File: config.mk
export PLATFORM = sky130hd
export DESIGN_NAME = signature_analyzer_flat
export DESIGN_NICKNAME = d
export VERILOG_FILES = /design/src/rtl/signature_analyzer_if.sv /design/src/rtl/signature_analyzer.sv /design/src/flat_wrapper.sv
export SDC_FILE = /design/constraint.sdc
export NUM_CORES = 1
export LEC_CHECK = 0
export CELL_PAD_IN_SITES_DETAIL_PLACEMENT = 0
export CELL_PAD_IN_SITES_GLOBAL_PLACEMENT = 1
export CORE_ASPECT_RATIO = 2
export CORE_UTILIZATION = 30
export DETAILED_ROUTE_END_ITERATION = 8
export MAX_ROUTING_LAYER = met4
export PLACE_DENSITY_LB_ADDON = 0.1
export SYNTH_ARGS = -nofsm -noshare
export SYNTH_HDL_FRONTEND = slang
export SYNTH_SLANG_ARGS = --single-unit
File: constraint.sdc
create_clock -name clk -period 2.5 [get_ports clk]
set_input_delay 0.25 -clock clk [delete_from_list [all_inputs] [get_ports clk]]
set_output_delay 0.25 -clock clk [all_outputs]
set_load 0.005 [all_outputs]
File: src/rtl/signature_analyzer_if.sv
// ---------------------------------------------------------------------------
// signature_analyzer_if
//   Handshake/observation bundle between a stimulus source and the signature
//   analyzer. The master side drives the run control and observation words;
//   the slave side (the analyzer) returns its counter, signature and status.
//
//   start        master->slave  1-cycle request to begin a run
//   abort        master->slave  cancel a run, return to IDLE
//   mode         master->slave  0 = add compression, 1 = XOR compression
//   data_valid   master->slave  data_in carries a sample this cycle
//   data_in      master->slave  DATA_W-bit observation word
//   golden       master->slave  expected signature, compared in DONE
//   sample_count slave->master  samples accepted in current run
//   signature    slave->master  accumulator register
//   busy         slave->master  run in progress
//   done         slave->master  run complete, signature frozen
//   pass         slave->master  done and signature equals golden
// ---------------------------------------------------------------------------
interface signature_analyzer_if #(
    parameter int unsigned DATA_W  = 8,
    parameter int unsigned SIG_W   = 16,
    parameter int unsigned COUNT_W = 8
) ();
    logic               start;
    logic               abort;
    logic               mode;
    logic               data_valid;
    logic [DATA_W-1:0]  data_in;
    logic [SIG_W-1:0]   golden;
    logic [COUNT_W-1:0] sample_count;
    logic [SIG_W-1:0]   signature;
    logic               busy;
    logic               done;
    logic               pass;

    modport master (
        output start, abort, mode, data_valid, data_in, golden,
        input  sample_count, signature, busy, done, pass
    );

    modport slave (
        input  start, abort, mode, data_valid, data_in, golden,
        output sample_count, signature, busy, done, pass
    );
endinterface

File: src/rtl/signature_analyzer.sv
// ---------------------------------------------------------------------------
// signature_analyzer
//   Compresses a stream of DATA_W-bit observation words into a SIG_W-bit
//   signature with a rotate-and-accumulate register. A run starts on start,
//   accepts N_SAMPLES valid words, then freezes in DONE where the signature
//   is compared against golden.
//
//   clk    rising-edge clock
//   reset  asynchronous, active-low reset
//   bus    signature_analyzer_if slave port (control, data, status)
// ---------------------------------------------------------------------------
module signature_analyzer #(
    parameter int unsigned      DATA_W    = 8,
    parameter int unsigned      SIG_W     = 16,
    parameter int unsigned      COUNT_W   = 8,
    parameter int unsigned      N_SAMPLES = 255,
    parameter logic [SIG_W-1:0] SEED      = '0
) (
    input  logic                 clk,
    input  logic                 reset,
    signature_analyzer_if.slave  bus
);

    typedef enum logic [1:0] {
        ST_IDLE = 2'd0,
        ST_RUN  = 2'd1,
        ST_DONE = 2'd2
    } state_t;

    localparam logic [COUNT_W-1:0] LAST_COUNT = COUNT_W'(N_SAMPLES);

    state_t             state_q, state_d;
    logic [SIG_W-1:0]   signature_q, signature_d;
    logic [COUNT_W-1:0] count_q, count_d;
    logic               mode_q, mode_d;

    logic [DATA_W-1:0]  comp_s;
    logic [SIG_W-1:0]   signature_step;
    logic [COUNT_W-1:0] count_inc;

    // Compression step: combine the low DATA_W bits with the sample, then
    // rotate the whole register left by one so the old MSB lands in bit 0.
    always_comb begin
        comp_s = '0;
        if (mode_q) begin
            comp_s = signature_q[DATA_W-1:0] ^ bus.data_in;
        end else begin
            comp_s = signature_q[DATA_W-1:0] + bus.data_in;
        end
        signature_step = {signature_q[SIG_W-2:DATA_W], comp_s, signature_q[SIG_W-1]};
        count_inc      = count_q + 1'b1;
    end

    always_ff @(posedge clk or negedge reset) begin
        if (!reset) begin
            state_q     <= ST_IDLE;
            signature_q <= SEED;
            count_q     <= '0;
            mode_q      <= 1'b0;
        end else begin
            state_q     <= state_d;
            signature_q <= signature_d;
            count_q     <= count_d;
            mode_q      <= mode_d;
        end
    end

    // Abort has priority over start in every state; start is ignored in RUN.
    always_comb begin
        state_d     = state_q;
        signature_d = signature_q;
        count_d     = count_q;
        mode_d      = mode_q;

        unique case (state_q)
            ST_IDLE, ST_DONE: begin
                if (bus.abort) begin
                    state_d = ST_IDLE;
                end else if (bus.start) begin
                    state_d     = ST_RUN;
                    signature_d = SEED;
                    count_d     = '0;
                    mode_d      = bus.mode;
                end
            end
            ST_RUN: begin
                if (bus.abort) begin
                    state_d = ST_IDLE;
                end else if (bus.data_valid) begin
                    signature_d = signature_step;
                    count_d     = count_inc;
                    // Leave RUN on the edge that registers the last sample,
                    // so the counter saturates at N_SAMPLES.
                    if (count_inc == LAST_COUNT) begin
                        state_d = ST_DONE;
                    end
                end
            end
            default: begin
                state_d = ST_IDLE;
            end
        endcase
    end

    assign bus.sample_count = count_q;
    assign bus.signature    = signature_q;
    assign bus.busy         = (state_q == ST_RUN);
    assign bus.done         = (state_q == ST_DONE);
    assign bus.pass         = (state_q == ST_DONE) && (signature_q == bus.golden);

endmodule

File: src/flat_wrapper.sv
// flat-port wrapper written by rule: the top's interface ports become plain ports
module signature_analyzer_flat 
#(
    parameter int unsigned      DATA_W    = 8,
    parameter int unsigned      SIG_W     = 16,
    parameter int unsigned      COUNT_W   = 8,
    parameter int unsigned      N_SAMPLES = 255,
    parameter logic [SIG_W-1:0] SEED      = '0
)
  (clk, reset, bus_start, bus_abort, bus_mode, bus_data_valid, bus_data_in, bus_golden, bus_sample_count, bus_signature, bus_busy, bus_done, bus_pass);
  signature_analyzer_if #(.DATA_W(DATA_W), .SIG_W(SIG_W), .COUNT_W(COUNT_W)) bus_i ();
  input  logic clk;
  input  logic reset;
  input wire logic [$bits(bus_i.start)-1:0] bus_start;
  input wire logic [$bits(bus_i.abort)-1:0] bus_abort;
  input wire logic [$bits(bus_i.mode)-1:0] bus_mode;
  input wire logic [$bits(bus_i.data_valid)-1:0] bus_data_valid;
  input wire logic [$bits(bus_i.data_in)-1:0] bus_data_in;
  input wire logic [$bits(bus_i.golden)-1:0] bus_golden;
  output wire logic [$bits(bus_i.sample_count)-1:0] bus_sample_count;
  output wire logic [$bits(bus_i.signature)-1:0] bus_signature;
  output wire logic [$bits(bus_i.busy)-1:0] bus_busy;
  output wire logic [$bits(bus_i.done)-1:0] bus_done;
  output wire logic [$bits(bus_i.pass)-1:0] bus_pass;
  assign bus_i.start = bus_start;
  assign bus_i.abort = bus_abort;
  assign bus_i.mode = bus_mode;
  assign bus_i.data_valid = bus_data_valid;
  assign bus_i.data_in = bus_data_in;
  assign bus_i.golden = bus_golden;
  assign bus_sample_count = bus_i.sample_count;
  assign bus_signature = bus_i.signature;
  assign bus_busy = bus_i.busy;
  assign bus_done = bus_i.done;
  assign bus_pass = bus_i.pass;
  signature_analyzer #(.DATA_W(DATA_W), .SIG_W(SIG_W), .COUNT_W(COUNT_W), .N_SAMPLES(N_SAMPLES), .SEED(SEED)) u_core (.clk(clk), .reset(reset), .bus(bus_i));
endmodule
==> results of run 1 <==
-- final timing paths --
check	from	endpoint	slack (ps)	cells past startpoint
max in group asynchronous	reset	u_core.bus.signature[8]	1830	2
worst min register to register	u_core.bus.signature[14]	u_core.bus.signature[14]	550	2
worst max register to register	u_core.bus.signature[1]	u_core.bus.signature[6]	420	5
worst max-delay path	u_core.bus.signature[8]	bus_pass	140	5
min in group clk	u_core.bus.signature[14]	u_core.bus.signature[14]	550	2
worst min-delay path	reset	u_core.bus.signature[3]	370	2
-- per-layer routing --
metal,vias to the layer above,share of wire [%],track usage (%)
li1,862,-,-
met1,837,40,19.1
met2,41,55,34.5
met3,6,4.1,2.88
met4,0,1.2,4.39
met5,-,0,-
-- where the power goes --
part | switching (W) | total (W) | internal [W]
combinational | 0.000175 | 0.000373 | 0.000198
clock | 0.000157 | 0.000375 | 0.000219
sequential | 0.0000622 | 0.000533 | 0.000471
-- logic make-up (layout without fill, tap and decap cells) --
kind of cell             count (synthesis)  count (layout)  synth area share (%)
adder cells (fa/ha/maj)                 10              10                  7.30
AO/OA/AOI/OAI                           54              54                  18.6
AND/OR/NAND/NOR                         76              76                  21.7
buffers and inverters                   17              76                  3.92
flip-flops                              27              27                  37.2
XOR/XNOR                                21              21                  10.1
multiplexers                             2               2                  1.17
-- metrics by stage --
step | utilization, % | instance area, µm² | hold slack, ps | cells | setup WS (ps)
final | 44.7 | 2570 | 370 | 327 | 141
after global routing | 44.7 | 2570 | 410 | 327 | 5.09
after CTS | 44.6 | 2570 | 395 | 327 | 62.8
after detailed placement | 43.1 | 2480 | 544 | 323 | 20.7
after global placement | 43.1 | 2480 | 535 | 323 | 13.6
after floorplan | - | 1820 | -45.6 | 207 | 681
-- layout make-up --
type	instances	area, µm²	share of cell area (%)
Multi-Input combinational cell	163	1080	42.1
Sequential cell	27	677	26.3
Clock buffer	4	78.8	3.06
Tap cell	61	76.3	2.97
Timing Repair Buffer	63	626	24.3
Inverter	9	33.8	1.31
-- worst reg2reg max path, delay by kind of cell (launching register included) --
| family | cells | cell delay (ps) |
|---|---|---|
| DFF | 1 | 450 |
| adders and majority gates | 1 | 350 |
| AOI/OAI and AO/OA | 3 | 1060 |
| and+or+nand+nor | 1 | 160 |
-- cell usage in the layout, fill, tap and decap left out, types with 6 or more instances in the layout --
| cell type | netlist | routed |
|---|---|---|
| dfrtp_1 | 27 | 26 |
| o31ai_1 | 7 | 7 |
| xor2_1 | 19 | 19 |
| nor2_1 | 9 | 9 |
| nand2_1 | 29 | 29 |
| o21ai_0 | 21 | 21 |
| inv_1 | 8 | 8 |
| buf_4 | 0 | 6 |
| clkdlybuf4s50_1 | 0 | 56 |
| a21oi_1 | 12 | 12 |
| ha_1 | 9 | 9 |
-- what timing repair did --
item,4_1_cts,5_1_grt
buffers inserted,0,0
gates resized for setup,1,2
setup endpoints to repair,1,1
pin swaps,0,1
-- flip-flops by register name (all words and copies together), names as in the netlist --
signal	flops
u_core.bus.signature	16
u_core.state_q	2
u_core.bus.sample_count	8
u_core.mode_q	1
==> metrics.md, run 1 <==
| Metric | Value |
|---|---|
| Sequential fraction of the synthesis area | 37.2% |
| Die Ht | about 110 µm |
| Final setup violation count | 0 |
| Cell Rows | 39 |
| Asr flop ratio synth | 100% |
| Avg WL per Cell | around 17 µm |
| Worst-Skew Late Latency | 260 ps |
| Ys flop type | dfrtp_1 |
| HP Class | in2async |
| Crit path launch type | flip-flop |
| Crit Path Category | reg2out |
| First-pass GRT wire length | between 8000 and 9000 µm |
| Vias | 1746 |
| Achievable clock frequency | 424 MHz |
| Drt total wl | roughly 5500 µm |
| Yosys reg bits | 27 |
| Placer Congestion | 0.828 |
| Root buffer cell | clkbuf_16 |
| Share of the synthesized area in the top cell type | between 30% and 40% |
| Tightest Pin Transition | 513 ps |
| Failing checks | design-rule violations |
| Starting Density | 31.6% |
| Tcrit/Tclk final | 94.3% |
| Max incr delay on CP | 520 ps |
| Hold buffers post-CTS | 0 |
| Cell Pwr Density | 498 nW/µm² |
| Synthesized area per cell | ~8.8 µm² |
| Vias in the first global route | 1779 |
| EDFF count, synth | 0 |
| Final ANT Viol Nets | 0 |
| Maximum clock insertion buffer count | 2 |
| Port bufs | 56 |
| Crit-path leading delay family | simple AND/OR/NAND/NOR gates |
| IO Pins | 57 |
| Clock-pin slew of the registers on the worst-case setup and hold paths | 70 ps |
| TritonCTS buffer count | 3 |
| Buffers plus inverters on the worst setup path | 1 |
| Synthesized Nets | 247 |
| Crit path DAT | 2110 ps |
| Die area | 6390 µm² |
| Slew HR | 65.5% |
| Outcome | finished with violations |
| Setup TNS | 0 ps |
| Syn Std Cell Area | 1820 µm² |
| Htree depth | 1 |
| Syn Inst Count | 207 |
| RSZ-0062 raised after global routing | false |
| Largest net degree at the start of global routing | 31 |
| Worst path slowest cell | clkdlybuf4s50_1 |
| Final Max Slew Viols | 0 |
| Avg Vias per Cell | approximately 5.3 |
| Crit. End Element | output pin |
| Final Hold Fails | 0 |
| Layout filler cell count | 611 |
| 1st-pass router iterations | 6 |
| Final #Nets | 307 |
| Worst Path Required | between 2000 and 2500 ps |
| Hpwl dp | 4190 µm |
| Yosys top cell by area | dfrtp_1 |
| Clk sink count | 27 |
| Gr usage total | between 10% and 20% |
| Synth cell count leaders | 29 x nand2_1, 27 x dfrtp_1, 21 x o21ai_0 |
| CP Max Fanout | 4 |
| Diodes inserted | 0 |
| Die width | 57.0 µm |
| VDD IR max | between 0.15 and 0.2 mV |
| Netlist cell types | 42 |
| Final min period | 2360 ps |
| Detailed-route DRC error count | 10 |
| Congestion Overflow GR | 0 |
| Share of post-route cells with drive strength above 1 | just under 7% |
| Top cells by area, synth | dfrtp_1 37%, xor2_1 9.2%, ha_1 6.2%, nand2_1 6.0%, o21ai_0 5.8% |
| Fin Clk Skew | 4.24 ps |
| Yosys warns | 0 |
| Antenna violations before repair | 0 |
| Leak | 1.08 nW |
| CTS tree | yes |
| Max-cap viol count | 0 |
| Area Growth Syn to Fin | 41.6% |
| Total power | 0.00128 W |
| Top-count cell post-synth | nand2_1 |
| Critical-path cell list | xor2_1 -> nor4_2 -> nand4_1 -> nor3_2 -> clkdlybuf4s50_1 |
| Core area | about 5800 µm² |
| 1st-iter DRT viols | 43 |
Note: power is estimated with default switching activity, not from simulation.
==> run 2: changes to the inputs <==
--- a/config.mk
+++ b/config.mk
@@ -5,6 +5,7 @@
 export SDC_FILE = /design/constraint.sdc
 export NUM_CORES = 1
 export LEC_CHECK = 0
+export CAP_MARGIN = 20
 export CELL_PAD_IN_SITES_DETAIL_PLACEMENT = 0
 export CELL_PAD_IN_SITES_GLOBAL_PLACEMENT = 1
 export CORE_ASPECT_RATIO = 2
==> results of run 2 <==
Same layout as run 1: the final DEF is identical, and so are final timing and power.
==> patch (config.mk and constraints of run 2) <==
`N_SAMPLES` is set to 255 in 2 places; all go to 127.
--- a/src/rtl/signature_analyzer.sv
+++ b/src/rtl/signature_analyzer.sv
@@ -13,7 +13,7 @@
     parameter int unsigned      DATA_W    = 8,
     parameter int unsigned      SIG_W     = 16,
     parameter int unsigned      COUNT_W   = 8,
-    parameter int unsigned      N_SAMPLES = 255,
+    parameter int unsigned      N_SAMPLES = 127,
     parameter logic [SIG_W-1:0] SEED      = '0
 ) (
     input  logic                 clk,
--- a/src/flat_wrapper.sv
+++ b/src/flat_wrapper.sv
@@ -4,7 +4,7 @@
     parameter int unsigned      DATA_W    = 8,
     parameter int unsigned      SIG_W     = 16,
     parameter int unsigned      COUNT_W   = 8,
-    parameter int unsigned      N_SAMPLES = 255,
+    parameter int unsigned      N_SAMPLES = 127,
     parameter logic [SIG_W-1:0] SEED      = '0
 )
   (clk, reset, bus_start, bus_abort, bus_mode, bus_data_valid, bus_data_in, bus_golden, bus_sample_count, bus_signature, bus_busy, bus_done, bus_pass);
Check against the original RTL: no difference found for any inputs over 10 cycles, from zero or initial values and one cycle with reset low; that may be too few to reach the edited logic, so the function may still have changed.
==> patch against run 2 <==
  * Cell area fell by 0.39%
  * Clock skew down 0.0024 ns
  * Sequential cell count did not move
  * Highest routed layer unchanged
  * Area after synthesis rose by 0.21%
  * Power down 0.22%
  * Setup slack gained 0.077 ns
  * Wire length shrank 3.1%
  * Sequential share of layout area increased by 0.054 points
  * The flow still finishes with violations (design-rule violations)
  * Critical path type unchanged
==> patch: results (changes against run 2) <==
----------------------------------------------------
[Synthesis]
  Syn Nets ... 250 (was 247)
  Total of warnings raised by yosys ... 0 (unchanged)
  Top area cells in the synthesized netlist ... dfrtp_1 (37%), xor2_1 (9.1%), ha_1 (6.2%) (was dfrtp_1 (37%), xor2_1 (9.2%), ha_1 (6.2%))
  Sequential cell area fraction in the yosys report ... 0.371 (was 0.372)
  Post-synth top cells ... nand2_1 (29), dfrtp_1 (27), xor2_1 (19), o21ai_1 (17), a21oi_1 (13) (was nand2_1 (29), dfrtp_1 (27), o21ai_0 (21), xor2_1 (19), a21oi_1 (12))

[Cells and area]
  Number of nets in the layout ... 308 (was 307)
  Fraction of layout cells with a size suffix above 1 ... 0.0599 (was 0.0677)

[Routing]
  Post-detailed-route DRC marker count ... 8 (was 10)
  Sum of routed wire length over all layers ... 5300 um (was 5470 um)
  Initial DRC Count ... 41 (was 43)
  First-pass iteration count of the detailed router ... 6 (unchanged)

[Power]
  Maximum vdd ir drop ... 0.214 mV (was 0.191 mV)
  Standby leakage power ... 1.08 nW (about the same)

[GRT]
  Vias in the first global route ... 1771 (was 1779)
  Global-route track usage on met3 ... 0.0161 (was 0.0288)
  Global routing usage summed across all routing layers ... 0.181 (was 0.182)
  Maximum number of pins on one net before global-route repair ... 28 (was 31)
  First-pass GRT wire length ... 8760 um (about the same)
  Grt met1 use ... 0.206 (was 0.191)

[Timing]
  Slew HR ... 0.609 (was 0.655)
  Worst hold-check slack ... 0.371 ns (was 0.370 ns)
  Worst clock skew ... 0.00188 ns (was 0.00424 ns)

[Place]
  Final weighted congestion in routability-driven placement ... 0.754 (was 0.828)
  Post-detailed-placement half-perimeter wirelength ... 3990 um (was 4190 um)

[CTS]
  Post-CTS sizing ... 0 (was 1)
  Number of buffers on the longest clock path ... 2 (unchanged)
  Clock edge transition at the registers on the reported setup and hold paths ... 0.07 ns (about the same)

[Worst setup path]
  Endpoint arrival time on the critical path ... 2.03 ns (was 2.11 ns)
  Delay of the slowest cell on the worst path ... 0.55 ns (was 0.52 ns)

[Status]
  Result of the run ... complete, but fails checks (unchanged)
  Violations in the final reports ... design-rule violations (unchanged)

----------------------------------------------------
[patch: changes by cell type in the layout (fill, tap and decap cells not counted), moves of 2 or more]
cell / run 2 / this run
nor3_1: 3 / 5
o21ai_1: 0 / 17
nor2_1: 9 / 7
o21ai_0: 21 / 6
[patch: worst max-delay path: cells and delay by family (launching register included)]
kind,cells,cell delay (ns)
AND/OR/NAND/NOR,3,0.62
buffers and inverters,1,0.55
flip-flops,1,0.42
XOR/XNOR,1,0.18
[patch: layout make-up]
| cell class | instances | area, sq um |
|---|---|---|
| clock buffers | 3 | 75.1 |
| clock inverters | 1 | 5.00 |
| fillers | 599 | 3190 |
| inverters | 10 | 37.5 |
| multi-input cells | 163 | 1070 |
| flip-flops and latches | 27 | 676 |
| well taps | 61 | 76.3 |
| repair buffers | 63 | 626 |
[patch: cells by family after synthesis]
group | synth area share
mux | 0.00618
buf+inv | 0.0460
xor+xnor | 0.101
fa+ha+maj | 0.0728
flops | 0.371
simple gates | 0.214
compound gates | 0.190
[patch: worst max-delay path by stage]
stage | slack [ns] | endpoint | cells after the start | start
after detailed placement | 0.15 | bus_pass | 6 | bus_golden[0]
after global routing | 0.07 | bus_pass | 5 | u_core.bus.signature[0]
after global placement | 0.16 | bus_pass | 6 | bus_golden[0]
after CTS | 0.1 | bus_pass | 5 | u_core.bus.signature[15]
after floorplan | 0.68 | u_core.bus.signature[5] | 7 | u_core.bus.signature[0]
final | 0.22 | bus_pass | 5 | u_core.bus.signature[15]
[patch: where the power goes]
part / switching, mW / internal [mW] / total, mW
combinational: 0.177 / 0.198 / 0.375
clock: 0.158 / 0.216 / 0.374
sequential: 0.0592 / 0.470 / 0.530
[patch: per-stage QoR]
step	setup slack, ns	total power [mW]	instances	cell area (sq um)	utilization
after global placement	0.162	0.914	324	2480	0.430
after detailed placement	0.154	0.915	324	2480	0.430
final	0.219	1.28	328	2560	0.445
after global routing	0.0707	1.36	328	2560	0.445
after floorplan	0.681	0.713	210	1820	-
after CTS	0.0986	1.30	328	2560	0.444
[patch: routing by layer]
layer	routed length [um]	vias up
met5	0	-
met4	63	0
li1	-	862
met3	189	6
met1	2200	797
met2	2850	48
